File: src/rtl/pipe_ctrl_pkg.sv
// Shared types and widths for the pipeline control blocks.
package pipe_ctrl_pkg;

    localparam int REG_AW_DEF = 5;
    localparam int MD_CNT_W   = 4;

    typedef enum logic [0:0] {
        RUN     = 1'b0,
        MD_BUSY = 1'b1
    } hz_state_t;

endpackage

File: src/rtl/hz_busy_counter.sv
// Loadable down-counter with zero flag; holds at 0 rather than wrapping.
module hz_busy_counter
    import pipe_ctrl_pkg::*;
(
    input  logic                clk,
    input  logic                rst_n,
    input  logic                load,
    input  logic [MD_CNT_W-1:0] load_val,
    input  logic                dec,
    output logic                zero
);

    logic [MD_CNT_W-1:0] cnt;

    always_ff @(posedge clk or negedge rst_n) begin
        if (!rst_n) begin
            cnt <= '0;
        end else if (load) begin
            cnt <= load_val;
        end else if (dec && (cnt != '0)) begin
            cnt <= cnt - 1'b1;
        end
    end

    assign zero = (cnt == '0);

endmodule

File: src/rtl/hazard_ctrl.sv
// Stall/flush generation for load-use, taken branch and multi-cycle mul/div.
// Optional HAZARD_PERF_EN adds stall_cycles / flush_events counters.
module hazard_ctrl
    import pipe_ctrl_pkg::*;
#(
    parameter int MD_LATENCY = 4,
    parameter int REG_AW     = REG_AW_DEF
) (
    input  logic              clk,
    input  logic              rst_n,
    input  logic [REG_AW-1:0] Rs1D,
    input  logic [REG_AW-1:0] Rs2D,
    input  logic [REG_AW-1:0] RdE,
    input  logic              LoadE,
    input  logic              PCSrcE,
    input  logic              MdStartE,
    output logic              StallF,
    output logic              StallD,
    output logic              StallE,
    output logic              FlushD,
    output logic              FlushE,
    output logic              FlushM,
`ifdef HAZARD_PERF_EN
    output logic [31:0]       stall_cycles,
    output logic [31:0]       flush_events,
`endif
    output hz_state_t         fsm_state
);

    hz_state_t state, next_state;
    logic      lu;
    logic      md_load, md_dec, md_zero;

    assign lu = LoadE & (RdE != '0) & ((RdE == Rs1D) | (RdE == Rs2D));

    // Issue cycle counts as one EX cycle and the zero cycle as another,
    // so the busy counter only covers the remaining MD_LATENCY-2.
    hz_busy_counter u_busy_counter (
        .clk      (clk),
        .rst_n    (rst_n),
        .load     (md_load),
        .load_val (MD_CNT_W'(MD_LATENCY - 2)),
        .dec      (md_dec),
        .zero     (md_zero)
    );

    assign md_dec = (state == MD_BUSY);

    always_comb begin
        StallF     = 1'b0;
        StallD     = 1'b0;
        StallE     = 1'b0;
        FlushD     = 1'b0;
        FlushE     = 1'b0;
        FlushM     = 1'b0;
        md_load    = 1'b0;
        next_state = state;
        case (state)
            RUN: begin
                if (PCSrcE) begin
                    FlushD = 1'b1;
                    FlushE = 1'b1;
                end else if (MdStartE) begin
                    StallF     = 1'b1;
                    StallD     = 1'b1;
                    StallE     = 1'b1;
                    FlushM     = 1'b1;
                    md_load    = 1'b1;
                    next_state = MD_BUSY;
                end else if (lu) begin
                    StallF = 1'b1;
                    StallD = 1'b1;
                    FlushE = 1'b1;
                end
            end
            MD_BUSY: begin
                // On the zero cycle the result moves on to MEM, so nothing is held.
                if (!md_zero) begin
                    StallF = 1'b1;
                    StallD = 1'b1;
                    StallE = 1'b1;
                    FlushM = 1'b1;
                end else begin
                    next_state = RUN;
                end
            end
            default: next_state = RUN;
        endcase
    end

    always_ff @(posedge clk or negedge rst_n) begin
        if (!rst_n) begin
            state <= RUN;
        end else begin
            state <= next_state;
        end
    end

    assign fsm_state = state;

`ifdef HAZARD_PERF_EN
    always_ff @(posedge clk or negedge rst_n) begin
        if (!rst_n) begin
            stall_cycles <= '0;
            flush_events <= '0;
        end else begin
            stall_cycles <= stall_cycles + {31'd0, StallF};
            flush_events <= flush_events + {31'd0, FlushD};
        end
    end
`endif

endmodule
File: config.mk
export PLATFORM = sky130hd
export DESIGN_NAME = hazard_ctrl
export DESIGN_NICKNAME = d
export VERILOG_FILES = /design/src/rtl/pipe_ctrl_pkg.sv /design/src/rtl/hz_busy_counter.sv /design/src/rtl/hazard_ctrl.sv
export SDC_FILE = /design/constraint.sdc
export NUM_CORES = 1
export LEC_CHECK = 0
export CORE_AREA = 2 2 39 41
export CTS_CLUSTER_DIAMETER = 200
export DETAILED_ROUTE_END_ITERATION = 6
export DIE_AREA = 0 0 41 43
export GPL_TIMING_DRIVEN = 0
export PLACE_DENSITY = 0.77
export SLEW_MARGIN = 20
export SYNTH_ARGS = -nofsm -noshare
export SYNTH_HDL_FRONTEND = slang
export SYNTH_SLANG_ARGS = --single-unit
export TNS_END_PERCENT = 100
File: constraint.sdc
create_clock -name clk -period 2.8 [get_ports clk]
set_input_delay 0.56 -clock clk [delete_from_list [all_inputs] [get_ports clk]]
set_output_delay 0.56 -clock clk [all_outputs]
set_load 0.02 [all_outputs]
==> metrics.md <==
| Metric | Value |
|---|---|
| Global-route wire length before repair | `1550 um` |
| Synth Net Count | `70` |
| Clk pwr share | `0.123` |
| Nets | `approximately 100` |
| Inst Count DP | `90` |
| CTS Sinks | `5` |
| Final hold vios | `0` |
| Worst EP required | `between 2000 and 2500 ps` |
| Worst-case clock buffer depth | `2` |
| Tmin final | `2720 ps` |
| Hold Path Origin | `u_busy_counter.cnt[1]` |
| Initial antenna violation count | `0` |
| Pre-CTS WS | `-531 ps` |
| Lkg Pwr | `0.000348 uW` |
| Die area | `between 1500 and 2000 um^2` |
| N_diodes | `0` |
| Pwr dens | `roughly 850 nW/um^2` |
| Total Routing Usage GR | `0.124` |
| Final clock skew | `0.511 ps` |
| Worst-Skew Late Latency | `approximately 240 ps` |
| Max-slew headroom | `0.768` |
| Synth warn | `0` |
| Share of the synthesized area in the top cell type | `0.288` |
| # rows | `14` |
| Flops & latches, synth | `5` |
| Initial Utilization | `0.314` |
| Largest net degree at the start of global routing | `10` |
| Chip Height | `~43 um` |
| Hold depth | `1` |
| Worst R2R Setup Slack | `roughly 1200 ps` |
| Clock Tree Root | `clkbuf_4` |
| Worst Hold Class | `register to register` |
| Post-synthesis mux area share | `0` |
| GP Congestion | `between 0.7 and 0.8` |
| Iteration-0 DRC Markers | `2` |
| # Post-CTS Setup Buffers | `0` |
| CTS buffer count | `3` |
| Synth Flop Type | `dfrtp_1` |
| Adder-Cell Fraction of Synth Area | `0.0576` |
| Post-route setup TNS | `0 ps` |
| Layout cell share with drive strength beyond 1 | `0.192` |
| I/O Pins | `27` |
| First-pass iteration count of the detailed router | `3` |
| Simple-gate area share of the yosys netlist | `0.225` |
| # DRC | `0` |
| Post-DR wirelength/cell | `roughly 13 um` |
| CP Capture Type | `primary output` |
| R2r worst-path depth | `6` |
| Max-cap viol count | `0` |
| Switching Fraction | `0.437` |
| Yosys top cell by area | `dfrtp_1` |
| Total gr overflow | `0` |
| H-tree depth | `1` |
| Sequential fraction of the synthesis area | `0.288` |
| Crit path launch type | `primary input` |
| EDFF count, synth | `0` |
| Reg2reg start | `u_busy_counter.cnt[0]` |
| Vias in the first global route | `443` |
| CTS tree | `built` |
| Status | `finished clean` |
| Area delta synth->final | `74.9%` |
| Post-DP HPWL | `between 800 and 900 um` |
| Worst-Margin Slew | `349 ps` |
| NetSw | `283 uW` |
| Placed Area | `approximately 700 um^2` |
| Post-route cell area | `between 700 and 800 um^2` |
| Final worst slack | `80.2 ps` |
| VDD IR max | `roughly 0.44 mV` |
| Synth Area in Compound Gates | `0.107` |
| Seq pwr share | `0.240` |
| Port Buf Inserts | `26` |
| Max Fclk | `around 370 MHz` |
| Max Slew Vio Count | `0` |
| XOR/XNOR Fraction of Synth Area | `0.262` |
| Drt via density | `roughly 4.7` |
| Unrepaired setup endpoints after global routing | `false` |
| Post-Syn Area per Cell | `around 9.0 um^2` |
| Total Wirelength | `~1200 um` |
| Int Pwr | `~370 uW` |
| Hold Path Sink | `u_busy_counter.cnt[1]` |
| Type of the worst setup path | `primary input to primary output` |
| Crit Path Max Fanout | `3` |
| Worst-path clk slew | `40 ps` |
| Cell count after synthesis | `48` |
| Synthesized area | `434 um^2` |
| Die W | `slightly above 40 um` |
| Area contributors post-synth | `dfrtp_1, xor2_1, ha_1, nor2_1, buf_4` |
| Worst EP arrival | `approximately 2200 ps` |
| Final non-filler cell total | `94` |
| Largest family of logic cells by synthesized area | `XOR/XNOR gates` |
| Ys async rst share | `1.00` |
| Period utilization | `0.971` |
| Core area | `roughly 1400 um^2` |
| R2r endpoint | `u_busy_counter.cnt[1]` |
| ANT nets after route | `0` |
| Combinational power share | `0.637` |
| Via count | `between 400 and 500` |
| Library cells used by synthesis | `22` |
| Setup Viol. Count Final | `0` |
[logic make-up after synthesis]
family                     after synthesis
buffers and inverters                    5
adders and majority gates                2
AOI/OAI and AO/OA                        6
DFF                                      5
xor gates and xnor gates                13
and+or+nand+nor                         17
[state kept, by name (all words and copies together), names as in the netlist]
register            cells
fsm_state               1
u_busy_counter.cnt      4
[cells in the mapped netlist, types with 2 or more instances]
| cell type | number |
|---|---|
| xor2_1 | 12 |
| inv_1 | 3 |
| buf_4 | 2 |
| nor3_1 | 2 |
| nor2_1 | 6 |
| ha_1 | 2 |
| dfrtp_1 | 5 |
| nand3_1 | 2 |
[repair_timing]
item / CTS / global route
setup endpoints to repair: 5 / 4
gates resized for setup: 12 / 9
hold buffers: 0 / 0
pin swaps: 1 / 1
[per-stage QoR]
step	power (uW)	utilization	hold slack, ps
after floorplan	405	-	264
after global placement	575	0.516	507
after detailed placement	585	0.516	523
after CTS	663	0.541	530
after global routing	698	0.549	543
final	649	0.549	526
[metal layers]
metal | up-vias | global-route usage | wire length (um)
met5 | - | 0 | 0
met4 | 0 | 0.0600 | 0
met3 | 0 | 0.0314 | 204
met2 | 23 | 0.234 | 623
met1 | 200 | 0.108 | 365
li1 | 220 | - | -
[worst max path at each step]
stage,endpoint,from,slack [ps]
floorplan,StallF,RdE[3],110
global placement,StallF,RdE[3],-530
detailed placement,StallF,RdE[3],-530
CTS,StallF,RdE[1],-0.3
global route,StallF,RdE[4],5
finish,StallF,RdE[4],80
[critical path, stage by stage]
cell and delay [ps]:
clkdlybuf4s50_1 460, xor2_1 190, nor3_2 160, a22oi_2 130, o41ai_2 340, buf_4 160, buf_2 150
[power groups by stage]
stage	clock [uW]	sequential, uW	combinational, uW
after global routing	85.9	162	450
after CTS	84.3	151	427
after floorplan	0	151	254
final	79.8	156	413
after global placement	0	148	427
after detailed placement	0	149	436
[layout make-up]
type | instances | area (um^2)
buffer | 2 | 15.0
clock buffer | 4 | 26.3
fill | 140 | 624
inverter | 3 | 11.3
multi-input combinational | 38 | 312
sequential | 5 | 125
tap | 16 | 20.0
timing repair buffer | 26 | 250
[cells in the final DEF, fill, tap and decap left out]
master            n
nand2_2           1
buf_4             2
xnor2_1           1
o41ai_2           1
clkbuf_1          1
a22oi_2           1
dlygate4sd2_1     4
clkbuf_2          1
buf_2             1
or3_1             1
o21bai_1          1
nor3_2            2
nor3_1            1
dlymetal6s2s_1    2
a211o_1           1
o21ai_2           1
xor2_1           12
nor2_1            6
clkdlybuf4s50_1  17
a21oi_1           1
ha_1              2
inv_1             3
or3b_4            1
nand3_1           2
clkbuf_4          3
or4_1             1
nor3b_4           1
clkdlybuf4s15_1   1
nor2b_1           1
dfrtp_1           5
Power figures use the tool's default switching activity.
